`config.mk`:
```
export PLATFORM = sky130hd
export DESIGN_NAME = load_store_unit_flat
export DESIGN_NICKNAME = d
export VERILOG_FILES = /design/src/rtl/load_store_unit_if.sv /design/src/rtl/load_store_unit.sv /design/src/flat_wrapper.sv
export SDC_FILE = /design/constraint.sdc
export NUM_CORES = 1
export LEC_CHECK = 0
export ABC_AREA = 1
export BUFFER_PORTS_ARGS = -buffer_cell sky130_fd_sc_hd__buf_2
export CORE_MARGIN = 8
export CORE_UTILIZATION = 45
export DETAILED_ROUTE_END_ITERATION = 8
export GPL_TIMING_DRIVEN = 0
export PLACE_DENSITY = 0.86
export SLEW_MARGIN = 25
export SYNTH_ARGS = -nofsm -noshare
export SYNTH_HDL_FRONTEND = slang
export SYNTH_SLANG_ARGS = --single-unit
```
`constraint.sdc`:
```
create_clock -name clk -period 1.55 [get_ports clk]
set_clock_uncertainty 0.05 [all_clocks]
set_input_delay 0.31 -clock clk [delete_from_list [all_inputs] [get_ports clk]]
set_output_delay 0.31 -clock clk [all_outputs]
set_load 0.005 [all_outputs]
```
`src/rtl/load_store_unit_if.sv`:
```
// Word-wide handshaked data bus between the load/store unit (master) and memory (slave).
// The master holds every request field stable until bus_ack or abort.
interface load_store_unit_if;
   logic        bus_req;
   logic        bus_we;
   logic [31:0] bus_addr;
   logic [31:0] bus_wdata;
   logic [3:0]  bus_be;
   logic        bus_ack;
   logic [31:0] bus_rdata;

   modport master (
      output bus_req, bus_we, bus_addr, bus_wdata, bus_be,
      input  bus_ack, bus_rdata
   );

   modport slave (
      input  bus_req, bus_we, bus_addr, bus_wdata, bus_be,
      output bus_ack, bus_rdata
   );
endinterface

```
`src/rtl/load_store_unit.sv`:
```
// Load/store unit: turns single-cycle core memory accesses into handshaked word bus transfers,
// with byte-lane steering, load extension, misalignment detection and a bus timeout.
module load_store_unit #(
   parameter int unsigned TIMEOUT = 255
) (
   input  logic                    clk,
   input  logic                    reset,
   input  logic                    MemRead,
   input  logic                    MemWrite,
   input  logic [2:0]              Funct3,
   input  logic [31:0]             Addr,
   input  logic [31:0]             WrData,
   output logic [31:0]             ReadData,
   output logic                    Stall,
   output logic                    AccErr,
   output logic                    BusErr,
   load_store_unit_if.master       bus
);

   localparam logic [1:0] S_IDLE  = 2'd0;
   localparam logic [1:0] S_REQ   = 2'd1;
   localparam logic [1:0] S_DONE  = 2'd2;
   localparam logic [1:0] S_ABORT = 2'd3;

   localparam logic [15:0] CNT_LAST = 16'(TIMEOUT - 1);

   logic [1:0]  state_q, state_d;
   logic [15:0] cnt_q, cnt_d;
   logic        req_q, req_d;
   logic        we_q, we_d;
   logic [31:0] addr_q, addr_d;
   logic [31:0] wdata_q, wdata_d;
   logic [3:0]  be_q, be_d;
   logic [2:0]  f3_q, f3_d;
   logic [1:0]  off_q, off_d;
   logic [31:0] rdata_q, rdata_d;

   logic        acc;
   logic        legal;
   logic [3:0]  lane_be;
   logic [31:0] lane_wdata;

   // Select the addressed byte/half of the bus word and extend it to 32 bits.
   function automatic logic [31:0] load_ext(input logic [2:0]  f3,
                                            input logic [1:0]  off,
                                            input logic [31:0] w);
      logic [7:0]  b;
      logic [15:0] h;
      b = w[{off, 3'b000} +: 8];
      h = off[1] ? w[31:16] : w[15:0];
      case (f3)
         3'b000:  load_ext = {{24{b[7]}}, b};
         3'b001:  load_ext = {{16{h[15]}}, h};
         3'b100:  load_ext = {24'd0, b};
         3'b101:  load_ext = {16'd0, h};
         default: load_ext = w;
      endcase
   endfunction

   assign acc = MemRead | MemWrite;

   // Unsigned loads have no store counterpart; halves and words must be naturally aligned.
   always_comb begin
      legal = 1'b0;
      case (Funct3)
         3'b000:  legal = 1'b1;
         3'b001:  legal = ~Addr[0];
         3'b010:  legal = (Addr[1:0] == 2'b00);
         3'b100:  legal = ~MemWrite;
         3'b101:  legal = ~MemWrite & ~Addr[0];
         default: legal = 1'b0;
      endcase
   end

   always_comb begin
      lane_be    = 4'b1111;
      lane_wdata = WrData;
      case (Funct3[1:0])
         2'b00: begin
            lane_be    = 4'b0001 << Addr[1:0];
            lane_wdata = {4{WrData[7:0]}};
         end
         2'b01: begin
            lane_be    = 4'b0011 << Addr[1:0];
            lane_wdata = {2{WrData[15:0]}};
         end
         default: begin
            lane_be    = 4'b1111;
            lane_wdata = WrData;
         end
      endcase
   end

   always_comb begin
      state_d = state_q;
      cnt_d   = cnt_q;
      req_d   = req_q;
      we_d    = we_q;
      addr_d  = addr_q;
      wdata_d = wdata_q;
      be_d    = be_q;
      f3_d    = f3_q;
      off_d   = off_q;
      rdata_d = rdata_q;
      case (state_q)
         S_IDLE: begin
            if (acc && legal) begin
               req_d   = 1'b1;
               we_d    = MemWrite;
               addr_d  = {Addr[31:2], 2'b00};
               wdata_d = lane_wdata;
               be_d    = lane_be;
               f3_d    = Funct3;
               off_d   = Addr[1:0];
               cnt_d   = 16'd0;
               state_d = S_REQ;
            end else if (acc) begin
               rdata_d = 32'd0;
            end
         end
         S_REQ: begin
            if (bus.bus_ack) begin
               req_d   = 1'b0;
               if (!we_q) rdata_d = load_ext(f3_q, off_q, bus.bus_rdata);
               state_d = S_DONE;
            end else if (cnt_q == CNT_LAST) begin
               req_d   = 1'b0;
               rdata_d = 32'd0;
               state_d = S_ABORT;
            end else begin
               cnt_d = cnt_q + 16'd1;
            end
         end
         S_DONE: begin
            cnt_d   = 16'd0;
            state_d = S_IDLE;
         end
         default: begin
            cnt_d   = 16'd0;
            state_d = S_IDLE;
         end
      endcase
   end

   always_ff @(posedge clk) begin
      if (reset) begin
         state_q <= S_IDLE;
         cnt_q   <= 16'd0;
         req_q   <= 1'b0;
         we_q    <= 1'b0;
         addr_q  <= 32'd0;
         wdata_q <= 32'd0;
         be_q    <= 4'd0;
         f3_q    <= 3'd0;
         off_q   <= 2'd0;
         rdata_q <= 32'd0;
      end else begin
         state_q <= state_d;
         cnt_q   <= cnt_d;
         req_q   <= req_d;
         we_q    <= we_d;
         addr_q  <= addr_d;
         wdata_q <= wdata_d;
         be_q    <= be_d;
         f3_q    <= f3_d;
         off_q   <= off_d;
         rdata_q <= rdata_d;
      end
   end

   // Status outputs decode the state directly so reset silences them in the same cycle.
   always_comb begin
      Stall  = 1'b0;
      AccErr = 1'b0;
      BusErr = 1'b0;
      if (!reset) begin
         case (state_q)
            S_IDLE: begin
               Stall  = acc & legal;
               AccErr = acc & ~legal;
            end
            S_REQ:   Stall  = 1'b1;
            S_ABORT: BusErr = 1'b1;
            default: Stall  = 1'b0;
         endcase
      end
   end

   assign ReadData      = rdata_q;
   assign bus.bus_req   = req_q;
   assign bus.bus_we    = we_q;
   assign bus.bus_addr  = addr_q;
   assign bus.bus_wdata = wdata_q;
   assign bus.bus_be    = be_q;

endmodule

```
`src/flat_wrapper.sv`:
```
// flat-port wrapper written by rule: the top's interface ports become plain ports
module load_store_unit_flat 
#(
   parameter int unsigned TIMEOUT = 255
)
  (clk, reset, MemRead, MemWrite, Funct3, Addr, WrData, ReadData, Stall, AccErr, BusErr, bus_bus_req, bus_bus_we, bus_bus_addr, bus_bus_wdata, bus_bus_be, bus_bus_ack, bus_bus_rdata);
  load_store_unit_if bus_i ();
  input  logic clk;
  input  logic reset;
  input  logic MemRead;
  input  logic MemWrite;
  input  logic [2:0] Funct3;
  input  logic [31:0] Addr;
  input  logic [31:0] WrData;
  output logic [31:0] ReadData;
  output logic Stall;
  output logic AccErr;
  output logic BusErr;
  output wire logic [$bits(bus_i.bus_req)-1:0] bus_bus_req;
  output wire logic [$bits(bus_i.bus_we)-1:0] bus_bus_we;
  output wire logic [$bits(bus_i.bus_addr)-1:0] bus_bus_addr;
  output wire logic [$bits(bus_i.bus_wdata)-1:0] bus_bus_wdata;
  output wire logic [$bits(bus_i.bus_be)-1:0] bus_bus_be;
  input wire logic [$bits(bus_i.bus_ack)-1:0] bus_bus_ack;
  input wire logic [$bits(bus_i.bus_rdata)-1:0] bus_bus_rdata;
  assign bus_bus_req = bus_i.bus_req;
  assign bus_bus_we = bus_i.bus_we;
  assign bus_bus_addr = bus_i.bus_addr;
  assign bus_bus_wdata = bus_i.bus_wdata;
  assign bus_bus_be = bus_i.bus_be;
  assign bus_i.bus_ack = bus_bus_ack;
  assign bus_i.bus_rdata = bus_bus_rdata;
  load_store_unit #(.TIMEOUT(TIMEOUT)) u_core (.clk(clk), .reset(reset), .MemRead(MemRead), .MemWrite(MemWrite), .Funct3(Funct3), .Addr(Addr), .WrData(WrData), .ReadData(ReadData), .Stall(Stall), .AccErr(AccErr), .BusErr(BusErr), .bus(bus_i));
endmodule
```
==> run_results.csv <==
group,metric,value,unit
status,outcome,"complete, but fails checks",
status,violations,"negative setup slack",
drt,dr.pass1.iters,8,
finish,diodes,0,
timing,relSlewSlack,50.0,%
critical_path,path_class,"register to register",
timing,max_freq,555,MHz
min_path,min_from,"Addr[8]",
grt,grt_max_degree,17,
yosys,yosysTopAreaCell,"dfxtp_1",
yosys,syn_inst,870,
yosys,synth_top_cell_area_share,41.4,%
floorplanning,rows,42,
floorplanning,io_pins,209,
yosys,synth-edff-count,0,
yosys,synth_seq_area_share,41.4,%
floorplanning,start_util,45.4,%
critical_path,cp-start-kind,"register",
cts,cts.sink_count,123,
drt,drc,0,
floorplanning,fp.dieW,131,um
timing,rsz0062_at_grt,"true",
timing,fin_setup_tns,-8.91,ns
grt,gr-total-overflow,0,
placed_design,dp_hpwl,15600,um
grt,grt_pass1_vias,6981,
min_path,hold_path_class,"input port to register",
cts,clock_latency,0.42,ns
cts,cts_buffers,17,
grt,antenna_found_initial,0,
finish,fin_nets,1251,
cts,ctsLongestPathBuffers,2,
min_path,hold_depth,3,
critical_path,path_max_fanout,5,
critical_path,worstSetupEndpointType,"register",
critical_path,reg2reg_slack,-0.25,ns
drt,wl_per_cell,17.9,um
drt,viasPerCell,5.45,
placed_design,gp_congestion,0.942,
critical_path,cp_data_arrival_time,2.10,ns
power_and_ir_drop,p_leak,4.20,nW
finish,layout_common_cells,"buf_2, nand2_1, dfxtp_1, nor2_1, o21ai_0",
critical_path,cp_data_required_time,1.85,ns
power_and_ir_drop,power_density,1020,mW/mm^2
finish,drive_gt1_share,44.3,%
timing,setup_viol,56,
yosys,dominantRegCellSynth,"dfxtp_1",
timing,hold_viol_final,0,
yosys,synthArstFlopShare,0,%
drt,postRouteAntennaNets,0,
drt,vias,7266,
timing,tightest_slew,0.751,ns
placed_design,place_area,0.00721,sq mm
floorplanning,coreArea,0.0131,sq mm
finish,layout_commonest_cell,"buf_2",
job,drv_cap,0,
timing,slew_violations,0,
critical_path,worstReg2RegEnd,"u_core.ReadData[20]",
critical_path,reg2reg_from,"u_core.cnt_q[12]",
finish,fin_area,0.00922,sq mm
placed_design,io_buffers,205,
timing,post-route-worst-setup-slack,-0.250,ns
power_and_ir_drop,power,9.36,mW
finish,fill_cells,986,
yosys,synth_seq_cells,123,
floorplanning,die_h,131,um
cts,cts_htree_levels,4,
cts,path_clk_slew,0.06,ns
timing,period_minus_slack,1.80,ns
yosys,synth_cell_types,40,
floorplanning,dieArea,0.0171,sq mm
drt,drtIter0Drc,674,
grt,grt_use_total,25.2,%
power_and_ir_drop,ir_drop,782,uV
yosys,ys_warn_count,0,
yosys,syn_area,0.00595,sq mm
placed_design,pre_cts_ws,-0.536,ns
drt,wl,23900,um
cts,root_buffer,"clkbuf_16",
finish,syn2layout_area_growth,55.1,%
critical_path,r2r_cells,10,
min_path,min_to,"u_core.bus.bus_addr[8]",
finish,postLayoutCoreUtil,70.5,%
yosys,avgSynthCellArea,6.83,sq um
grt,grt_pass1_wl,33900,um
cts,cts_tree,"done",
yosys,ys_top_cells_by_area,"dfxtp_1, nand2_1, nor2_1",
timing,fin_crit_sh,116,%
## Yosys cell counts, drive strengths merged (8+ instances only)
master / count
clkbuf: 27
nor2: 125
a21oi: 90
buf: 19
nand2: 245
dfxtp: 123
nand3: 43
or2: 12
a31oi: 8
inv: 59
nor3: 11
o21ai: 82
## area by class of cell
type / count / area [sq um] / area share (%)
well taps: 176 / 220 / 2.39
clock buffers: 19 / 453 / 4.91
repair buffers: 254 / 1640 / 17.8
flip-flops and latches: 123 / 2500 / 27.2
plain buffers: 48 / 439 / 4.76
clock inverters: 13 / 92.6 / 1.00
multi-input cells: 642 / 3630 / 39.4
inverters: 59 / 238 / 2.58
## per-stage QoR
| step | cells | hold WS [ns] |
|---|---|---|
| floorplan | 871 | 0.395 |
| CTS | 1309 | 0.0534 |
| global placement | 1252 | 0.396 |
| finish | 1334 | 0.0693 |
| detailed placement | 1252 | 0.401 |
| global route | 1334 | 0.0714 |
## kinds of logic after synthesis
group | after synthesis | share of synthesized area (%)
AOI/OAI and AO/OA | 190 | 17.4
other | 1 | 0.0631
buffers and inverters | 107 | 8.40
xor gates and xnor gates | 1 | 0.147
and+or+nand+nor | 446 | 32.2
DFF | 123 | 41.4
adders and majority gates | 2 | 0.421
## layer usage
| metal | routed length (um) | share of wire (%) | track usage [%] |
|---|---|---|---|
| met4 | 994 | 4.2 | 11.4 |
| met1 | 8800 | 37 | 28.9 |
| met2 | 11500 | 48 | 42.2 |
| met5 | 0 | 0 | 0 |
| met3 | 2540 | 11 | 7.95 |
## state kept, by name, indices dropped and copies added (netlist names)
name	flops
u_core.ReadData	32
u_core.bus.bus_addr	30
u_core.bus.bus_be	4
u_core.bus.bus_req	1
u_core.bus.bus_wdata	32
u_core.bus.bus_we	1
u_core.cnt_q	16
u_core.f3_q	3
u_core.off_q	2
u_core.state_q	2
## critical path: stages, from the launching register on
cell	delay (ns)
dfxtp_1	0.37
nor2_1	0.18
nand2_1	0.11
nor2_2	0.13
nand2_2	0.09
nand2_4	0.09
nand3_4	0.11
nor2_4	0.25
buf_6	0.16
nand2_1	0.06
a21oi_2	0.11
## repair_timing
action	CTS	global route
gates resized for setup	111	187
gates cloned	6	8
buffers inserted	19	18
hold buffers	0	0
pin swaps	22	40
endpoints found under the setup margin	119	122
## worst max path at each step
stage,start,to,slack (ns),depth (start not counted)
floorplan,u_core.state_q[0],u_core.ReadData[21],0.005,9
global placement,Funct3[1],u_core.bus.bus_wdata[23],-0.50,11
detailed placement,Funct3[1],u_core.bus.bus_wdata[23],-0.54,11
CTS,u_core.cnt_q[0],u_core.ReadData[16],-0.16,11
global route,u_core.cnt_q[0],u_core.cnt_q[12],-0.28,10
finish,u_core.cnt_q[12],u_core.ReadData[20],-0.25,10
## power by group
part | switching (mW) | internal (mW)
registers | 0.135 | 3.36
clock network | 1.51 | 2.13
logic | 1.24 | 0.985
Power figures use the tool's default switching activity.
